**src/rtl/io_bridge_pio.sv**
```systemverilog
// io_bridge_pio: Avalon-MM slave bridging software to game hardware.
//   - keycode FIFO pushed by software, popped by a valid/ready consumer
//   - hex-digit display register
//   - debounced push-buttons with press-edge capture and a maskable IRQ
// Optional build macro: IOB_RELEASE_EDGE_EN adds release-edge capture
// (KEYS register bits [24+:NUM_KEYS]) and lets release edges raise irq.
module io_bridge_pio #(
  parameter int KEYCODE_W       = 8,
  parameter int HEX_W           = 16,
  parameter int NUM_KEYS        = 2,
  parameter int FIFO_DEPTH      = 8,
  parameter int DEBOUNCE_CYCLES = 50000
) (
  input  logic                 clk_clk,
  input  logic                 reset_reset_n,
  input  logic [1:0]           avs_address,
  input  logic                 avs_read,
  input  logic                 avs_write,
  input  logic [31:0]          avs_writedata,
  output logic [31:0]          avs_readdata,
  output logic                 irq,
  input  logic [NUM_KEYS-1:0]  key_in,
  output logic [KEYCODE_W-1:0] keycode_export,
  output logic                 keycode_valid,
  input  logic                 keycode_ready,
  output logic [HEX_W-1:0]     hex_digits_export
);

  localparam int PTR_W = (FIFO_DEPTH > 1) ? $clog2(FIFO_DEPTH) : 1;
  localparam int CNT_W = PTR_W + 1;
  localparam int DB_W  = (DEBOUNCE_CYCLES > 2) ? $clog2(DEBOUNCE_CYCLES) : 1;

  // ---------------------------------------------------------------------
  // Write qualification: the first clock after reset release ignores writes
  // ---------------------------------------------------------------------
  logic init_done;
  logic wr_en;
  logic wr_keycode;
  logic wr_status;
  logic wr_hex;
  logic wr_keys;

  // Marks the end of the reset-release cycle so writes in it are dropped
  always_ff @(posedge clk_clk or negedge reset_reset_n) begin
    if (!reset_reset_n) begin
      init_done <= 1'b0;
    end else begin
      init_done <= 1'b1;
    end
  end

  assign wr_en      = avs_write & init_done;
  assign wr_keycode = wr_en & (avs_address == 2'd0);
  assign wr_status  = wr_en & (avs_address == 2'd1);
  assign wr_hex     = wr_en & (avs_address == 2'd2);
  assign wr_keys    = wr_en & (avs_address == 2'd3);

  // ---------------------------------------------------------------------
  // Keycode FIFO
  // ---------------------------------------------------------------------
  logic [KEYCODE_W-1:0] mem [FIFO_DEPTH];
  logic [PTR_W-1:0]     wr_ptr;
  logic [PTR_W-1:0]     rd_ptr;
  logic [CNT_W-1:0]     count;
  logic                 overflow;
  logic                 fifo_empty;
  logic                 fifo_full;
  logic                 pop;
  logic                 push_ok;
  logic                 ovf_set;

  assign fifo_empty     = (count == {CNT_W{1'b0}});
  assign fifo_full      = (count == CNT_W'(FIFO_DEPTH));
  assign keycode_valid  = ~fifo_empty;
  assign keycode_export = mem[rd_ptr];
  assign pop            = keycode_valid & keycode_ready;
  // A pop in the same cycle frees the slot the push needs
  assign push_ok        = wr_keycode & (~fifo_full | pop);
  assign ovf_set        = wr_keycode & fifo_full & ~pop;

  // FIFO storage, pointers (wrap naturally, depth is a power of two) and count
  always_ff @(posedge clk_clk or negedge reset_reset_n) begin
    if (!reset_reset_n) begin
      for (int i = 0; i < FIFO_DEPTH; i++) begin
        mem[i] <= {KEYCODE_W{1'b0}};
      end
      wr_ptr <= {PTR_W{1'b0}};
      rd_ptr <= {PTR_W{1'b0}};
      count  <= {CNT_W{1'b0}};
    end else begin
      if (push_ok) begin
        mem[wr_ptr] <= avs_writedata[KEYCODE_W-1:0];
        wr_ptr      <= wr_ptr + 1'b1;
      end
      if (pop) begin
        rd_ptr <= rd_ptr + 1'b1;
      end
      case ({push_ok, pop})
        2'b10:   count <= count + 1'b1;
        2'b01:   count <= count - 1'b1;
        default: count <= count;
      endcase
    end
  end

  // Sticky overflow flag; a new drop wins over a same-cycle clear
  always_ff @(posedge clk_clk or negedge reset_reset_n) begin
    if (!reset_reset_n) begin
      overflow <= 1'b0;
    end else if (ovf_set) begin
      overflow <= 1'b1;
    end else if (wr_status && avs_writedata[2]) begin
      overflow <= 1'b0;
    end else begin
      overflow <= overflow;
    end
  end

  // ---------------------------------------------------------------------
  // Hex display register
  // ---------------------------------------------------------------------
  logic [HEX_W-1:0] hex_reg;

  // Software-written hex display value
  always_ff @(posedge clk_clk or negedge reset_reset_n) begin
    if (!reset_reset_n) begin
      hex_reg <= {HEX_W{1'b0}};
    end else if (wr_hex) begin
      hex_reg <= avs_writedata[HEX_W-1:0];
    end else begin
      hex_reg <= hex_reg;
    end
  end

  assign hex_digits_export = hex_reg;

  // ---------------------------------------------------------------------
  // Key synchroniser, debounce and edge capture
  // ---------------------------------------------------------------------
  logic [NUM_KEYS-1:0] sync1;
  logic [NUM_KEYS-1:0] sync2;
  logic [NUM_KEYS-1:0] pressed_sync;
  logic [NUM_KEYS-1:0] stable;
  logic [NUM_KEYS-1:0] stable_next;
  logic [DB_W-1:0]     db_cnt      [NUM_KEYS];
  logic [DB_W-1:0]     db_cnt_next [NUM_KEYS];
  logic [NUM_KEYS-1:0] press_set;
  logic [NUM_KEYS-1:0] press_edges;
  logic [NUM_KEYS-1:0] irq_mask;
  logic [NUM_KEYS-1:0] edge_w1c;
  logic [NUM_KEYS-1:0] irq_src;

  // Two-flop synchroniser for the raw active-low buttons (released = 1)
  always_ff @(posedge clk_clk or negedge reset_reset_n) begin
    if (!reset_reset_n) begin
      sync1 <= {NUM_KEYS{1'b1}};
      sync2 <= {NUM_KEYS{1'b1}};
    end else begin
      sync1 <= key_in;
      sync2 <= sync1;
    end
  end

  assign pressed_sync = ~sync2;

  // Debounce: accept a new level only after it has differed for DEBOUNCE_CYCLES
  always_comb begin
    stable_next = stable;
    for (int i = 0; i < NUM_KEYS; i++) begin
      db_cnt_next[i] = {DB_W{1'b0}};
      if (pressed_sync[i] != stable[i]) begin
        if (db_cnt[i] == DB_W'(DEBOUNCE_CYCLES - 1)) begin
          stable_next[i] = pressed_sync[i];
        end else begin
          db_cnt_next[i] = db_cnt[i] + 1'b1;
        end
      end else begin
        db_cnt_next[i] = {DB_W{1'b0}};
      end
    end
  end

  // Debounced level and per-key counters
  always_ff @(posedge clk_clk or negedge reset_reset_n) begin
    if (!reset_reset_n) begin
      stable <= {NUM_KEYS{1'b0}};
      for (int i = 0; i < NUM_KEYS; i++) begin
        db_cnt[i] <= {DB_W{1'b0}};
      end
    end else begin
      stable <= stable_next;
      for (int i = 0; i < NUM_KEYS; i++) begin
        db_cnt[i] <= db_cnt_next[i];
      end
    end
  end

  assign press_set = stable_next & ~stable;
  assign edge_w1c  = wr_keys ? avs_writedata[16 +: NUM_KEYS] : {NUM_KEYS{1'b0}};

  // Press-edge capture (a set beats a same-cycle clear) and irq mask
  always_ff @(posedge clk_clk or negedge reset_reset_n) begin
    if (!reset_reset_n) begin
      press_edges <= {NUM_KEYS{1'b0}};
      irq_mask    <= {NUM_KEYS{1'b0}};
    end else begin
      press_edges <= (press_edges & ~edge_w1c) | press_set;
      if (wr_keys) begin
        irq_mask <= avs_writedata[8 +: NUM_KEYS];
      end else begin
        irq_mask <= irq_mask;
      end
    end
  end

`ifdef IOB_RELEASE_EDGE_EN
  logic [NUM_KEYS-1:0] release_set;
  logic [NUM_KEYS-1:0] release_edges;

  assign release_set = ~stable_next & stable;

  // Release-edge capture, same write-1-to-clear bits as press edges
  always_ff @(posedge clk_clk or negedge reset_reset_n) begin
    if (!reset_reset_n) begin
      release_edges <= {NUM_KEYS{1'b0}};
    end else begin
      release_edges <= (release_edges & ~edge_w1c) | release_set;
    end
  end

  assign irq_src = (press_edges | release_edges) & irq_mask;
`else
  assign irq_src = press_edges & irq_mask;
`endif

  // Registered level interrupt
  always_ff @(posedge clk_clk or negedge reset_reset_n) begin
    if (!reset_reset_n) begin
      irq <= 1'b0;
    end else begin
      irq <= |irq_src;
    end
  end

  // ---------------------------------------------------------------------
  // Read path
  // ---------------------------------------------------------------------
  logic [31:0] rdata_next;
  logic        unused_wdata;

  assign unused_wdata = ^avs_writedata;

  // Register map read mux, zero-extended
  always_comb begin
    rdata_next = 32'd0;
    case (avs_address)
      2'd0: rdata_next[KEYCODE_W-1:0] = keycode_export;
      2'd1: begin
        rdata_next[0]          = fifo_empty;
        rdata_next[1]          = fifo_full;
        rdata_next[2]          = overflow;
        rdata_next[8 +: CNT_W] = count;
      end
      2'd2: rdata_next[HEX_W-1:0] = hex_reg;
      2'd3: begin
        rdata_next[0  +: NUM_KEYS] = stable;
        rdata_next[8  +: NUM_KEYS] = irq_mask;
        rdata_next[16 +: NUM_KEYS] = press_edges;
`ifdef IOB_RELEASE_EDGE_EN
        rdata_next[24 +: NUM_KEYS] = release_edges;
`endif
      end
      default: rdata_next = 32'd0;
    endcase
  end

  // Read data valid one cycle after avs_read, held otherwise
  always_ff @(posedge clk_clk or negedge reset_reset_n) begin
    if (!reset_reset_n) begin
      avs_readdata <= 32'd0;
    end else if (avs_read) begin
      avs_readdata <= rdata_next;
    end else begin
      avs_readdata <= avs_readdata;
    end
  end

endmodule

```
**config.mk**
```make
export PLATFORM = sky130hd
export DESIGN_NAME = io_bridge_pio
export DESIGN_NICKNAME = d
export VERILOG_FILES = /design/src/rtl/io_bridge_pio.sv
export SDC_FILE = /design/constraint.sdc
export NUM_CORES = 1
export LEC_CHECK = 0
export CAP_MARGIN = 40
export CORE_MARGIN = 2
export CORE_UTILIZATION = 25
export CTS_BUF_LIST = sky130_fd_sc_hd__clkbuf_4 sky130_fd_sc_hd__clkbuf_8 sky130_fd_sc_hd__clkbuf_16
export DETAILED_ROUTE_END_ITERATION = 8
export HOLD_SLACK_MARGIN = 0.08
export PLACE_DENSITY = 0.49
export SLEW_MARGIN = 20
export SYNTH_ARGS = -nofsm -noshare
export SYNTH_HDL_FRONTEND = slang
export SYNTH_SLANG_ARGS = --single-unit
export TNS_END_PERCENT = 30
```
**constraint.sdc**
```tcl
create_clock -name clk_clk -period 5.3 [get_ports clk_clk]
set_input_delay 1.59 -clock clk_clk [delete_from_list [all_inputs] [get_ports clk_clk]]
set_output_delay 1.59 -clock clk_clk [all_outputs]
set_load 0.02 [all_outputs]
```
==> results.ini, run 1 <==
[floorplanning]
start_util = 0.2550
fp-row-count = 61
ios = 99
dieArea_sq_mm = 0.02978
die_h_um = 172.6
die_x_um = 172.6
core-area_sq_mm = 0.02786

[synth]
synth-seq-area-share = 0.5396
yosys.area_share.simple = 0.09669
synth-adder-area-share = 0.02290
synth_top_family_by_area = multiplexers
synthMuxAreaShare = 0.2017
ys_ff_latch = 153
synth.distinct_cells = 46
yosys_warnings = 0
netlist_instances = 560
synth-compound-area-share = 0.04755
ys.flop_type = dfrtp_1
synth_edf_count = 0
synth_xor_area_frac = 0.04685
syn_area_per_cell_sq_um = 12.69
ys_async_sr_fraction = 1.000
syn_area_sq_mm = 0.007104

[global_routing]
grt_overflow = 0
grt_pass1_vias = 4692
grt-busiest-layer = met2
grt_pass1_wl_mm = 27.57
use_met1 = 0.1650
use_met3 = 0.02770
grt_max_degree = 58
antenna_found_initial = 0
track_usage = 0.1195
grtUsageMet2 = 0.1898

[route]
drc = 0
totalWireLength_mm = 17.09
drt-initial-drc-count = 275
vias_per_cell = 4.378
ant_nets = 0
wl_per_cell_um = 16.67
via_count = 4487
firstDrtPassIters = 5

[cts]
cts_sinks = 153
postCtsSetupBuffers = 0
cts_buffer_depth = 2
clkTransAtPathRegs_ns = 0.07
cts_tree = yes
clkLatencyLatePin_ns = 0.42
cts_resized = 0
cts_hold_buf = 0
numCtsBuffers = 17
root_buffer = clkbuf_16
htreeDepth = 4

[pwr]
ir_drop_uv = 205.0
seqPwrFrac = 0.422
swShare = 0.3144
p_clk_frac = 0.310
power_density_mw_per_mm2 = 438.6
finalPower_mw = 3.860
leakage_nw = 3.746
internal-power_mw = 2.646
p_sw_mw = 1.213
share_comb_of_total_power = 0.268

[place]
dp.cells = 992
dp_worst_setup_slack_ns = 0.7087
dp_hpwl_mm = 11.62
place.gp.congestion = 0.7357
place_area_sq_mm = 0.008215
numPortBuffers = 70

[timing]
relSlewSlack = 0.4533
setup_viol = 0
worst_slack_ns = 1.123
whs_ns = 0.3571
fin_crit_ns = 4.178
finalHoldViolCount = 0
rsz0062_at_grt = false
fin_tns_setup_ns = 0
worstMarginPinSlew_ns = 0.8126
fin_worst_skew_ns = 0.01702
drv_slew = 0
fmax_mhz = 239.4
fin_crit_sh = 0.7882

[worst_setup_path]
crit_fanout = 18
cp.required_ns = 3.71
crit_path_cell_trace = buf_4 > mux4_1 > mux2_2 > clkdlybuf4s50_1
critPathLaunchType = flop
crit_slowest_cell = mux4_1
cp.arrival_ns = 2.59
crit_type = reg2out
endpoint_kind = primary output
slowest_delay_ns = 0.60

[min_path]
hp-class = reg2reg

[final_layout]
final_cell_area_sq_mm = 0.008801
nets = 688
stdcell_count = 1025
diodes = 0
postLayoutCoreUtil = 0.3159
area_delta_synth_final_pct = 23.88
fillers = 2816
layout-drive-gt1-share = 0.2257

[run_status]
outcome = finished clean

[flow_run]
cap_violations = 0

## power groups by stage
stage / sequential (mW) / clock, mW / combinational [mW]
final: 1.63 / 1.20 / 1.04
after global routing: 1.67 / 1.29 / 1.13
after CTS: 1.63 / 1.23 / 1.06
after detailed placement: 1.65 / 0 / 1.05
after global placement: 1.66 / 0 / 1.01
after floorplan: 1.60 / 0 / 0.683
## logic make-up (layout without fill, tap and decap cells)
family / after synthesis / after routing
mux: 110 / 110
flops: 153 / 153
compound gates: 45 / 45
buf+inv: 62 / 136
simple gates: 137 / 137
xor+xnor: 38 / 38
fa+ha+maj: 13 / 13
other cells: 2 / 15
## synth_stat cells (2+ instances only)
library cell | count | share of area
mux4_1 | 4 | 0.015
a222oi_1 | 3 | 0.0042
nand3_1 | 23 | 0.016
buf_4 | 14 | 0.015
o22ai_1 | 5 | 0.0044
xnor2_1 | 29 | 0.036
inv_1 | 26 | 0.014
clkbuf_1 | 12 | 0.0063
a221oi_1 | 2 | 0.0025
a22oi_1 | 7 | 0.0074
ha_1 | 13 | 0.023
buf_2 | 7 | 0.0049
dfrtp_1 | 149 | 0.52
mux2_2 | 83 | 0.13
dfstp_2 | 4 | 0.015
nor3_1 | 8 | 0.0056
a21oi_1 | 7 | 0.0049
o21ai_0 | 10 | 0.0070
buf_6 | 2 | 0.0032
nor2_1 | 44 | 0.023
mux4_2 | 12 | 0.038
nor2b_1 | 5 | 0.0044
conb_1 | 2 | 0.0011
and3_1 | 6 | 0.0053
o31ai_1 | 2 | 0.0021
xor2_1 | 9 | 0.011
o221a_1 | 2 | 0.0032
nand4_1 | 10 | 0.0088
nor4_1 | 11 | 0.0097
mux2_1 | 10 | 0.016
nand2_1 | 21 | 0.011
nand2b_1 | 2 | 0.0018
nor4bb_1 | 3 | 0.0042
## state kept, by name (all words and copies together), names as in the netlist, 3 cells and up
register	cells
mem	64
wr_ptr	3
rd_ptr	3
db_cnt	32
avs_readdata	18
hex_digits_export	16
count	4
## cells in the final DEF (no fill, tap or decap), types with 12 or more instances in the layout
cell type	count
clkdlybuf4s50_1	69
dfrtp_1	149
nand2_1	21
mux2_2	83
ha_1	13
inv_1	26
conb_1	15
mux4_2	12
nor2_1	44
nand3_1	23
xnor2_1	29
clkbuf_16	17
## final cells by class
class,count,area (sq um),share of cell area
tap,378,473.0,0.05374
multi-input combinational,358,3009,0.3419
sequential,153,3834,0.4356
clock inverter,15,152.6,0.01734
timing repair buffer,78,809.5,0.09198
inverter,26,97.59,0.01109
clock buffer,17,425.4,0.04834
## critical path, delay by kind of cell (launching register included)
family   cells  cell delay, ns
mux          2            0.93
flops        1            0.32
buf+inv      2            0.90
## routing by layer
metal | vias up | routed length (um)
met4 | 0 | 97
met2 | 80 | 8192
li1 | 2122 | -
met5 | - | 0
met3 | 7 | 608
met1 | 2278 | 8188
## worst paths after layout
| path | cells after the start | slack [ns] | end | startpoint |
|---|---|---|---|---|
| max | 4 | 1.12 | keycode_export[0] | rd_ptr[0] |
| min | 0 | 0.36 | sync2[0] | sync1[0] |
| max reg2reg | 9 | 2.39 | count[2] | count[1] |
| min reg2reg | 0 | 0.36 | sync2[0] | sync1[0] |
| max in group asynchronous | 2 | 3.50 | hex_digits_export[11] | reset_reset_n |
| min in group asynchronous | 1 | 1.12 | mem[51] | reset_reset_n |
Note: power is estimated with default switching activity, not from simulation.
==> run 2: changes to the inputs <==
- PLACE_DENSITY: 0.49 -> 0.5
- clock period: 5.3 -> 3.4 ns (I/O delays scaled with it)
==> results.ini, run 2 (synthesized netlist as in run 1, its figures left out) <==
[final_layout]
largest_reg_flops = 64
nets = 710
regArea_sq_mm = 0.003834
fillers = 2832
final_cell_area_sq_mm = 0.008934
multi_input_area_sq_mm = 0.003009
final_cell_mix = dfrtp_1 (149), mux2_2 (83), clkdlybuf4s50_1 (61), nor2_1 (44), xnor2_1 (29)
regMostFlops = mem
diodes = 0
layout-drive-gt1-share = 0.2500
top_regs = mem x64, db_cnt x32, avs_readdata x18
area_delta_synth_final_pct = 25.75
stdcell_count = 1046
postLayoutCoreUtil = 0.3207
layout_commonest_cell = dfrtp_1

[floorplanning]
start_util = 0.2550
fp-row-count = 61
ios = 99
core-area_sq_mm = 0.02786
die_x_um = 172.6
dieArea_sq_mm = 0.02978
die_h_um = 172.6

[worst_setup_path]
critPathLaunchType = flop
r2r.worst_path.cells = 9
slowest_delay_ns = 0.57
cp.required_ns = 2.38
crit_fanout = 18
crit_type = reg2out
endpoint_kind = primary output
path_depth = 4
crit_path_cell_trace = buf_12 > mux4_1 > mux2_2 > dlygate4sd2_1
cp.arrival_ns = 2.23
crit_slowest_cell = mux4_1
path_delay_family = multiplexers
critPathBufInv = 2

[pwr]
ir_drop_uv = 333.1
power_density_mw_per_mm2 = 662.1
leakage_nw = 3.903

[route]
firstDrtPassIters = 4
wl_per_cell_um = 16.12
via_count = 4585
drc = 0
totalWireLength_mm = 16.86
drt-initial-drc-count = 170
vias_per_cell = 4.383
ant_nets = 0

[global_routing]
grt_pass1_vias = 4748
grt_pass1_wl_mm = 27.19
use_met3 = 0.02748
grt_overflow = 0
grt-busiest-layer = met2
grt_max_degree = 60
track_usage = 0.1182
grtUsageMet2 = 0.1918
antenna_found_initial = 0
use_met1 = 0.1584

[timing]
setup_viol = 0
worst_slack_ns = 0.1475
fin_tns_setup_ns = 0
fin_worst_skew_ns = 0.006572
rsz0062_at_grt = false
fin_crit_ns = 3.252
fmax_mhz = 307.5
drv_slew = 0
finalHoldViolCount = 0
relSlewSlack = 0.4386
worstMarginPinSlew_ns = 0.8392
fin_crit_sh = 0.9566

[place]
place_area_sq_mm = 0.008378
place.gp.congestion = 0.7398
dp_hpwl_mm = 11.63
dp.cells = 1015
dp_worst_setup_slack_ns = 0.1085
numPortBuffers = 70

[flow_run]
cap_violations = 0

[cts]
htreeDepth = 4
clkLatencyLatePin_ns = 0.42
cts_tree = yes
numCtsBuffers = 17
root_buffer = clkbuf_16
clkTransAtPathRegs_ns = 0.06
cts_sinks = 153
postCtsSetupBuffers = 0
cts_buffer_depth = 2

[min_path]
hp-class = reg2reg
min_path_cells = 0

[run_status]
outcome = finished clean

[run 2: layout make-up]
class | instances | share of cell area
repair buffers | 100 | 0.1077
inverters | 26 | 0.01092
multi-input cells | 358 | 0.3368
clock inverters | 9 | 0.007143
flip-flops and latches | 153 | 0.4291
clock buffers | 22 | 0.05532
well taps | 378 | 0.05294
[run 2: final timing paths]
path,end,start,slack (ns)
max,keycode_export[0],rd_ptr[0],0.15
max in group asynchronous,sync2[1],reset_reset_n,2.19
min,sync2[0],sync1[0],0.36
min reg2reg,sync2[0],sync1[0],0.36
max reg2reg,count[2],count[1],1.00
min in group asynchronous,hex_digits_export[6],reset_reset_n,0.50
[run 2: what timing repair did]
item,in CTS,in global routing
hold buffers,0,0
endpoints found under the setup margin,6,2
resized for setup,6,2
[run 2: worst register-to-register path, stage by stage (launching register included)]
cell,delay [ns]
dfrtp_1,0.50
nor4_1,0.50
nor2b_1,0.19
ha_1,0.27
xor2_1,0.15
ha_1,0.19
a21oi_1,0.14
xor2_1,0.15
nor2_1,0.06
xor2_1,0.14
[run 2: routing by layer]
metal	up-vias	share of wire
met5	-	0
met4	0	0.013
met3	15	0.034
met2	79	0.48
met1	2336	0.47
li1	2155	-
[run 2: where the power goes]
part / switching (mW) / internal, mW / total (mW)
Sequential: 0.307 / 2.20 / 2.51
Clock: 0.764 / 1.03 / 1.79
Combinational: 0.731 / 0.880 / 1.61
[run 2: per-stage QoR]
step / total power [mW] / hold slack (ns)
after global placement: 4.204 / 0.3466
after floorplan: 3.562 / 0.3452
final: 5.915 / 0.3552
after CTS: 6.006 / 0.3571
after detailed placement: 4.218 / 0.3468
after global routing: 6.253 / 0.3596
==> run 3: changes to the inputs <==
- PLACE_DENSITY: 0.5 -> not set
- PLACE_DENSITY_LB_ADDON: not set -> 0.08
==> results.ini, run 3 (synthesized netlist as in run 1, its figures left out) <==
[worst_setup_path]
critPathLaunchType = flop
cp.required_ns = 2.38
startpoint = rd_ptr[0]
endpoint_kind = primary output
timing.rr.start = count[1]
crit_fanout = 18
crit_type = reg2out
cp.arrival_ns = 2.25

[cts]
clkTransAtPathRegs_ns = 0.06
postCtsSetupBuffers = 0
root_buffer = clkbuf_16
cts_tree = yes
numCtsBuffers = 17
cts_buffer_depth = 2
cts_resized = 8
clkLatencyLatePin_ns = 0.42
cts_sinks = 153
htreeDepth = 4
cts_hold_buf = 0

[place]
numPortBuffers = 70
dp_hpwl_mm = 12.24
place_area_sq_mm = 0.008351
place.gp.congestion = 0.7688
dp_worst_setup_slack_ns = 0.06599

[pwr]
leakage_nw = 3.871
ir_drop_uv = 296.4
power_density_mw_per_mm2 = 681.1

[route]
totalWireLength_mm = 18.11
via_count = 4635
drc = 0
drt-initial-drc-count = 225
vias_per_cell = 4.461
ant_nets = 0
wl_per_cell_um = 17.43
firstDrtPassIters = 4

[global_routing]
grt_pass1_wl_mm = 28.86
grt_pass1_vias = 4921
antenna_found_initial = 1
grt_overflow = 0
grt_max_degree = 72
track_usage = 0.1261

[flow_run]
cap_violations = 0

[final_layout]
area_delta_synth_final_pct = 25.80
final_cell_mix = dfrtp_1 (149), mux2_2 (83), clkdlybuf4s50_1 (61), nor2_1 (44), xnor2_1 (29)
top_regs = mem x64, db_cnt x32, avs_readdata x18
largest_reg_flops = 64
postLayoutCoreUtil = 0.3208
fillers = 2797
nets = 703
layout_commonest_cell = dfrtp_1
layout-drive-gt1-share = 0.2421
regMostFlops = mem
diodes = 0
final_cell_area_sq_mm = 0.008937

[min_path]
hp-class = reg2reg
hold_start = sync1[0]

[floorplanning]
die_h_um = 172.6
dieArea_sq_mm = 0.02978
fp-row-count = 61
die_x_um = 172.6
start_util = 0.2550
core-area_sq_mm = 0.02786
ios = 99

[timing]
fin_tns_setup_ns = 0
fin_crit_ns = 3.265
rsz0062_at_grt = false
whs_ns = 0.3569
finalHoldViolCount = 0
setup_viol = 0
fin_crit_sh = 0.9603
relSlewSlack = 0.4470
fmax_mhz = 306.3
worstMarginPinSlew_ns = 0.8266
fin_worst_skew_ns = 0.008742
worst_slack_ns = 0.1350
drv_slew = 0

[run_status]
outcome = finished clean

[run 3: path summary, 6_finish.rpt]
path / slack, ns / end / depth (start not counted)
min in group asynchronous: 0.55 / avs_readdata[8] / 1
min: 0.36 / sync2[0] / 0
max reg2reg: 0.84 / count[2] / 9
max: 0.13 / keycode_export[0] / 4
min reg2reg: 0.36 / sync2[0] / 0
max in group asynchronous: 2.05 / mem[47] / 2
[run 3: critical path: stages, from the launching register on]
cell           delay (ns)
dfrtp_1              0.37
buf_12               0.21
mux4_1               0.57
mux2_2               0.33
dlygate4sd2_1        0.34
[run 3: stage by stage]
step           power [mW]  instances
2_1_floorplan       3.562        573
3_3_place_gp        4.215       1008
3_5_place_dp        4.258       1008
4_1_cts             6.196       1039
5_1_grt             6.442       1039
6_report            6.087       1039
[run 3: power breakdown]
| group | switching, mW | leakage, nW | internal, mW | total, mW |
|---|---|---|---|---|
| sequential | 0.315 | 2.00 | 2.20 | 2.52 |
| combinational | 0.751 | 1.58 | 0.876 | 1.63 |
| clock | 0.766 | 0.288 | 1.18 | 1.94 |
[run 3: final cells by class]
| cell class | instances | area, sq um | share of cell area |
|---|---|---|---|
| Tap cell | 378 | 473.0 | 0.05292 |
| Clock buffer | 19 | 446.7 | 0.04998 |
| Timing Repair Buffer | 93 | 927.1 | 0.1037 |
| Inverter | 26 | 97.59 | 0.01092 |
| Sequential cell | 153 | 3834 | 0.4290 |
| Multi-Input combinational cell | 358 | 3009 | 0.3367 |
| Clock inverter | 12 | 150.1 | 0.01680 |
[run 3: routing by layer]
layer	vias to the layer above	track usage	share of wire
met5	-	0	0
met2	99	0.2154	0.49
met3	13	0.03342	0.045
met4	0	0.03383	0.013
met1	2372	0.1578	0.45
li1	2151	-	-
